==> config.mk <==
export PLATFORM = sky130hd
export DESIGN_NAME = factorial_core
export DESIGN_NICKNAME = d
export VERILOG_FILES = /design/src/rtl/factorial_core.sv
export SDC_FILE = /design/constraint.sdc
export NUM_CORES = 1
export LEC_CHECK = 0
export ABC_AREA = 0
export CELL_PAD_IN_SITES_DETAIL_PLACEMENT = 1
export CELL_PAD_IN_SITES_GLOBAL_PLACEMENT = 1
export CORE_ASPECT_RATIO = 0.75
export CORE_MARGIN = 2
export CORE_UTILIZATION = 38
export DETAILED_ROUTE_END_ITERATION = 10
export PLACE_DENSITY_LB_ADDON = 0.1
export SLEW_MARGIN = 25
export SYNTH_ARGS = -nofsm -noshare
export SYNTH_HDL_FRONTEND = slang
export SYNTH_SLANG_ARGS = --single-unit
==> constraint.sdc <==
create_clock -name clk -period 4.1 [get_ports clk]
set_input_delay 1.23 -clock clk [delete_from_list [all_inputs] [get_ports clk]]
set_output_delay 1.23 -clock clk [all_outputs]
set_load 0.005 [all_outputs]
==> src/rtl/factorial_core.sv <==
// Iterative n! mod 2^DATA_W engine with a joined input and an eager output fork.
// Optional FACTORIAL_SATURATE_EN: overflowed results present all ones.
module factorial_core #(
    parameter int DATA_W = 8
) (
    input  logic              clk,
    input  logic              rst,
    input  logic [DATA_W-1:0] n,
    input  logic              n_valid,
    output logic              n_ready,
    input  logic              start_valid,
    output logic              start_ready,
    output logic [DATA_W-1:0] out0,
    output logic              out0_ovf,
    output logic              out0_valid,
    input  logic              out0_ready,
    output logic              end_valid,
    input  logic              end_ready
);

    typedef enum logic [1:0] {
        IDLE,
        CALC,
        DONE
    } state_t;

    state_t              r_state;
    state_t              w_state_nxt;
    logic [DATA_W-1:0]   r_acc;
    logic [DATA_W-1:0]   r_i;
    logic                r_ovf;
    logic                r_res_sent;
    logic                r_end_sent;
    logic [2*DATA_W-1:0] w_prod;
    logic [DATA_W-1:0]   w_res;
    logic                w_accept;
    logic                w_last;
    logic                w_res_hs;
    logic                w_end_hs;
    logic                w_all_sent;

    assign w_prod = {{DATA_W{1'b0}}, r_acc} * {{DATA_W{1'b0}}, r_i};
    assign w_last = (r_i <= DATA_W'(1));

`ifdef FACTORIAL_SATURATE_EN
    assign w_res = r_ovf ? {DATA_W{1'b1}} : r_acc;
`else
    assign w_res = r_acc;
`endif

    assign out0     = (r_state == DONE) ? w_res : '0;
    assign out0_ovf = (r_state == DONE) & r_ovf;

    // State register
    always_ff @(posedge clk) begin
        if (rst) begin
            r_state <= IDLE;
        end else begin
            r_state <= w_state_nxt;
        end
    end

    // Next state, input join and output fork handshakes
    always_comb begin
        w_state_nxt = r_state;
        w_accept    = 1'b0;
        n_ready     = 1'b0;
        start_ready = 1'b0;
        out0_valid  = 1'b0;
        end_valid   = 1'b0;
        w_res_hs    = 1'b0;
        w_end_hs    = 1'b0;
        w_all_sent  = 1'b0;
        unique case (r_state)
            IDLE: begin
                w_accept    = n_valid & start_valid;
                n_ready     = w_accept;
                start_ready = w_accept;
                if (w_accept) begin
                    w_state_nxt = CALC;
                end
            end
            CALC: begin
                if (w_last) begin
                    w_state_nxt = DONE;
                end
            end
            DONE: begin
                out0_valid = ~r_res_sent;
                end_valid  = ~r_end_sent;
                w_res_hs   = out0_valid & out0_ready;
                w_end_hs   = end_valid & end_ready;
                w_all_sent = (r_res_sent | w_res_hs) & (r_end_sent | w_end_hs);
                if (w_all_sent) begin
                    w_state_nxt = IDLE;
                end
            end
            default: begin
                w_state_nxt = IDLE;
            end
        endcase
    end

    // Accumulator, down-counter, sticky overflow and delivery flags
    always_ff @(posedge clk) begin
        if (rst) begin
            r_acc      <= DATA_W'(1);
            r_i        <= '0;
            r_ovf      <= 1'b0;
            r_res_sent <= 1'b0;
            r_end_sent <= 1'b0;
        end else begin
            if (w_accept) begin
                r_acc <= DATA_W'(1);
                r_i   <= n;
                r_ovf <= 1'b0;
            end else if ((r_state == CALC) && !w_last) begin
                r_acc <= w_prod[DATA_W-1:0];
                r_ovf <= r_ovf | (w_prod[2*DATA_W-1:DATA_W] != '0);
                r_i   <= r_i - DATA_W'(1);
            end
            if (r_state == DONE) begin
                if (w_all_sent) begin
                    r_res_sent <= 1'b0;
                    r_end_sent <= 1'b0;
                end else begin
                    r_res_sent <= r_res_sent | w_res_hs;
                    r_end_sent <= r_end_sent | w_end_hs;
                end
            end
        end
    end

endmodule

# Yosys cells after proc, flatten, opt, wreduce, memory -nomap -nowiden
# Cells that the tools add are included.
# op_classes
n_eq_ne,5
add_sub_neg,1
reduce_logical,7
bitwise,12
mux,15
multipliers,1
magnitude_cmp,1
# op_table
op,count
$mux W8,3
$mul A8 B8 Y16,1
$le A8 B1 Y1 const B,1
$mux W1,8
$reduce_bool A8 Y1,1
$sub A8 B1 Y8 const B,1
$mux W2,3
$pmux W2 S3,1
$and A1 B1 Y1,5
$or A1 B1 Y1,5
$ne A2 B2 Y1 const B,2
$reduce_and A3 Y1,1
$eq A2 B1 Y1 const B,1
$eq A2 B2 Y1 const B,1
$logic_not A2 Y1,1
$ne A2 B1 Y1 const B,1
$not A1 Y1,2
$reduce_bool A2 Y1,1
$reduce_or A2 Y1,1
$logic_and A1 B1 Y1,1
$logic_not A1 Y1,1
# totals
register_bits,21
output_inout_bits,13
wordCells,48

# Logic depth before layout (Yosys ltp)
# logic_depth
depth_word,6
mapped_depth,17

# Least setup slack after synthesis
# No wires, ideal clock.
# synth_timing
path_kind,register -> register
from,register r_i[7]
to,register r_ovf
arrival_time_ns,4.292
path_slack_ns,-0.331
stages_incl_launch_ff,16
required_ns,3.962
setup_ns,0.138
path_buffers,1
period_less_slack_ns,4.431
cell_sequence,dfxtp_1 -> clkbuf_1 -> nand2_1 -> fa_1 -> fa_1 -> fa_1 -> fa_1 -> inv_1 -> ha_1 -> o21ai_0 -> a21oi_1 -> a21boi_1 -> o21ai_0 -> o21ai_0 -> a2111oi_0 -> a31oi_1
# synth_between
elab_chain_len,3
# synth_lines
item,line,text
from (decl),30,logic [DATA_W-1:0] r_i;
from (signal assigned),115,r_i <= n;
from (signal assigned),120,r_i <= r_i - DATA_W'(1);
$mul A8 B8 Y16 or $le A8 B1 Y1 (tied branches),"42, 43",
$reduce_bool A8 Y1 or $logic_not A1 Y1 (tied branches),"119, 117",
$or A1 B1 Y1 or $logic_and A1 B1 Y1 (tied branches),"119, 117",
to (signal assigned),119,r_ovf <= r_ovf | (w_prod[2*DATA_W-1:DATA_W] != '0);
to (decl),31,logic r_ovf;
# Several ways; a longest one is shown, not always the timed one.
# A chain may end at the register's enable or synchronous reset.

# Final worst setup path
# layout_timing
from,register r_acc[4]
to,register r_ovf
# layout_between
elab_chain_len,3
# layout_lines
item,line,text
from (decl),29,logic [DATA_W-1:0] r_acc;
from (signal assigned),118,r_acc <= w_prod[DATA_W-1:0];
$mul A8 B8 Y16,42,"assign w_prod = {{DATA_W{1'b0}}, r_acc} * {{DATA_W{1'b0}}, r_i};"
$reduce_bool A8 Y1,119,
$or A1 B1 Y1,119,
# Every way passes these cells.

==> results.cfg <==
[status]
status = finished, violations left
violations = setup timing

[timing]
period_needed_ns = 4.206
fmax_mhz = 237.7
worst_slew_pin_slew_ns = 0.7457
hold_viol_final = 0
timing.slew.headroom_pct = 50.29
fin_ws_ns = -0.1064
fin_tns_setup_ns = -0.1064
period_share_pct = 102.6
maxSlewViolCount = 0
setup_violations = 1
finClkSkew_ns = 0.009029
grt_setup_unrepaired = true
fin_hold_ws_ns = 0.5734

[global_route]
grt_pass1_vias = 2933
overflow = 0
grt_util_all_layers_pct = 21.73
grt_pass1_wl_mm = 14.79
grt_max_degree = 15
antenna_found_initial = 0

[power_and_ir_drop]
pwr-share-clk_pct = 21.9
pwr-share-seq_pct = 35.6
combPwrFrac_pct = 42.5
p_sw_share_pct = 38.28
p_switching_mw = 0.2675
peakVddDrop_mv = 0.1433
p_int_mw = 0.4314
power_density_nw_per_um2 = 172.5
power.leakage_nw = 1.868

[detailed_routing]
first_pass_iters = 6
postRouteAntennaNets = 0
initialDrtViolationCount = 74
viasPerCell = 5.027
routed_wl_mm = 9.183
wire_per_inst_um = 16.58
drc_errors = 0
vias = 2785

[logic_synthesis]
synth_cell_type_count = 41
ys_seq_elements = 21
synth_edf_count = 0
synth_area_leaders = fa_1, ha_1, dfxtp_1, and2_1, inv_1
syn_inst = 383
seq_area_frac_synth_pct = 13.50
synthFlopType = dfxtp_1
synth_common_cells = inv_1, nand2_1, and2_1, ha_1, fa_1
syn_area_um2 = 3114
syn_avg_cell_area_um2 = 8.131
yosysWarnings = 0
yosys.area.top_type = fa_1
synthArstFlopShare_pct = 0
syn_nets = 471
post-synth-top-count-cell = inv_1
post-synth-top-area-fraction_pct = 23.14

[die]
core-area_um2 = 7918
die_y_um = 82.40
initial_utilization_pct = 39.33
die_w_um = 108.5
dieArea_um2 = 8943
ioPinCount = 27
rows = 28

[layout]
seq_area_um2 = 459.2
nets = 538
num_antenna_cells = 0
syn_to_final_growth_pct = 30.09
multi_input_area_um2 = 2512
fillers = 989
final_area_um2 = 4051
final_util_pct = 51.17
drive_gt1_share_pct = 22.49
fin_cells = 554

[critical_path]
cp_cell_sequence = buf_12 -> nand2_4 -> fa_1 -> fa_1 -> fa_1 -> fa_1 -> inv_2 -> ha_4 -> o211ai_1 -> o211ai_1 -> buf_4 -> nand2_2 -> xor2_1 -> o2111ai_1 -> a2111oi_2 -> a31oi_1
rr_endpoint = r_ovf
reg2reg_slack_ns = -0.11
required_ns = 4.26
worstSetupPathType = flop to flop
cp-end-kind = flop
rr_worst_depth = 16
worst_path_most_repeated_cell = fa_1
cpPeakStageDelay_ns = 0.57
start_kind = flop
timing.rr.start = r_acc[4]
cp.arrival_ns = 4.36
crit_buf_inv = 3
critPathSlowestCell = fa_1
cp_top_family = adder cells
crit_fanout = 7

[clock_tree]
cts_buffers = 3
clk-insertion-delay-late_ns = 0.28
clockRootBuffer = clkbuf_8
cts_hold_buf = 0
cts_tree = done
htree_levels = 1
numClockSinks = 21
clk_path_buf_depth = 2
clkTransAtPathRegs_ns = 0.10

[job]
cap_violations = 0

[placed_design]
dp_cells = 544
postPlaceCellArea_um2 = 3809
io_buffers = 26
dp_hpwl_mm = 7.480
gp_congestion = 0.8330

[worst_hold_path]
min_from = r_end_sent
whs_path_depth = 2
hp-class = flop to flop
holdPathEnd = r_end_sent
==> flip-flops by register name, indices dropped and copies added (netlist names) <==
register	cells
r_acc	8
r_res_sent	1
r_state	2
r_end_sent	1
r_i	8
r_ovf	1
==> layout by cell type (no fill, tap or decap), drive strengths merged, types with 3 or more instances in the layout <==
cell	Yosys	final
a211oi	5	5
a21oi	18	18
and2	40	40
buf	5	54
clkbuf	13	4
clkdlybuf4s50	0	26
dfxtp	21	21
fa	36	36
ha	38	38
inv	59	59
nand2	50	50
nand2b	3	3
nand3	3	3
nor2	26	26
nor2b	5	5
nor3	9	9
nor4	4	4
o21ai	10	10
xnor2	7	7
xor2	4	4
==> routing by layer <==
| metal | wire length (µm) | track usage, % |
|---|---|---|
| met2 | 4246 | 36.00 |
| met3 | 195 | 2.198 |
| met1 | 4614 | 30.85 |
| met4 | 126 | 4.744 |
| met5 | 0 | 0 |
==> metrics by stage <==
stage	setup WS, ns	power (mW)
3_5_place_dp	-0.3300	0.5309
4_1_cts	-0.08257	0.7022
2_1_floorplan	0.0005715	0.4124
3_3_place_gp	-0.1699	0.5233
6_report	-0.1064	0.6989
5_1_grt	-0.2508	0.7488
==> worst register-to-register path: stages (launching register included) <==
cell       delay, ns
dfxtp_2         0.35
buf_12          0.12
nand2_4         0.05
fa_1            0.46
fa_1            0.57
fa_1            0.43
fa_1            0.51
inv_2           0.05
ha_4            0.27
o211ai_1        0.11
o211ai_1        0.30
buf_4           0.17
nand2_2         0.04
xor2_1          0.16
o2111ai_1       0.14
a2111oi_2       0.24
a31oi_1         0.12
==> worst max path at each step <==
stage	startpoint	to	slack, ns	cells past startpoint
3_5_place_dp	r_i[4]	r_ovf	-0.33	14
3_3_place_gp	r_i[4]	r_ovf	-0.17	14
4_1_cts	r_acc[4]	r_ovf	-0.08	16
2_1_floorplan	r_i[7]	r_ovf	0.0006	15
6_report	r_acc[4]	r_ovf	-0.11	16
5_1_grt	r_acc[4]	r_ovf	-0.25	16
==> final cells by class <==
class | instances | area share (%)
multi-input combinational | 285 | 62.01
timing repair buffer | 80 | 16.83
sequential | 21 | 11.33
inverter | 59 | 5.466
tap | 105 | 3.243
clock buffer | 4 | 1.112
==> power by group through the flow <==
stage / sequential, mW / combinational, mW / clock (mW)
after global placement: 0.251 / 0.273 / 0
after detailed placement: 0.253 / 0.278 / 0
after CTS: 0.248 / 0.296 / 0.158
final: 0.249 / 0.297 / 0.153
after floorplan: 0.238 / 0.175 / 0
after global routing: 0.252 / 0.328 / 0.169
==> kinds of logic (layout without fill, tap and decap cells) <==
kind of cell	after synthesis	count (layout)	synth area share, %
xor+xnor	11	11	3.094
buf+inv	77	143	9.642
flops	21	21	13.50
compound gates	57	57	12.78
fa+ha+maj	74	74	38.41
simple gates	143	143	22.58
==> timing repair <==
item | CTS | global route
gates resized for setup | 42 | 5
buffers inserted | 6 | 0
endpoints found under the setup margin | 1 | 1
pin swaps | 25 | 1
(Power assumes the default switching activity.)
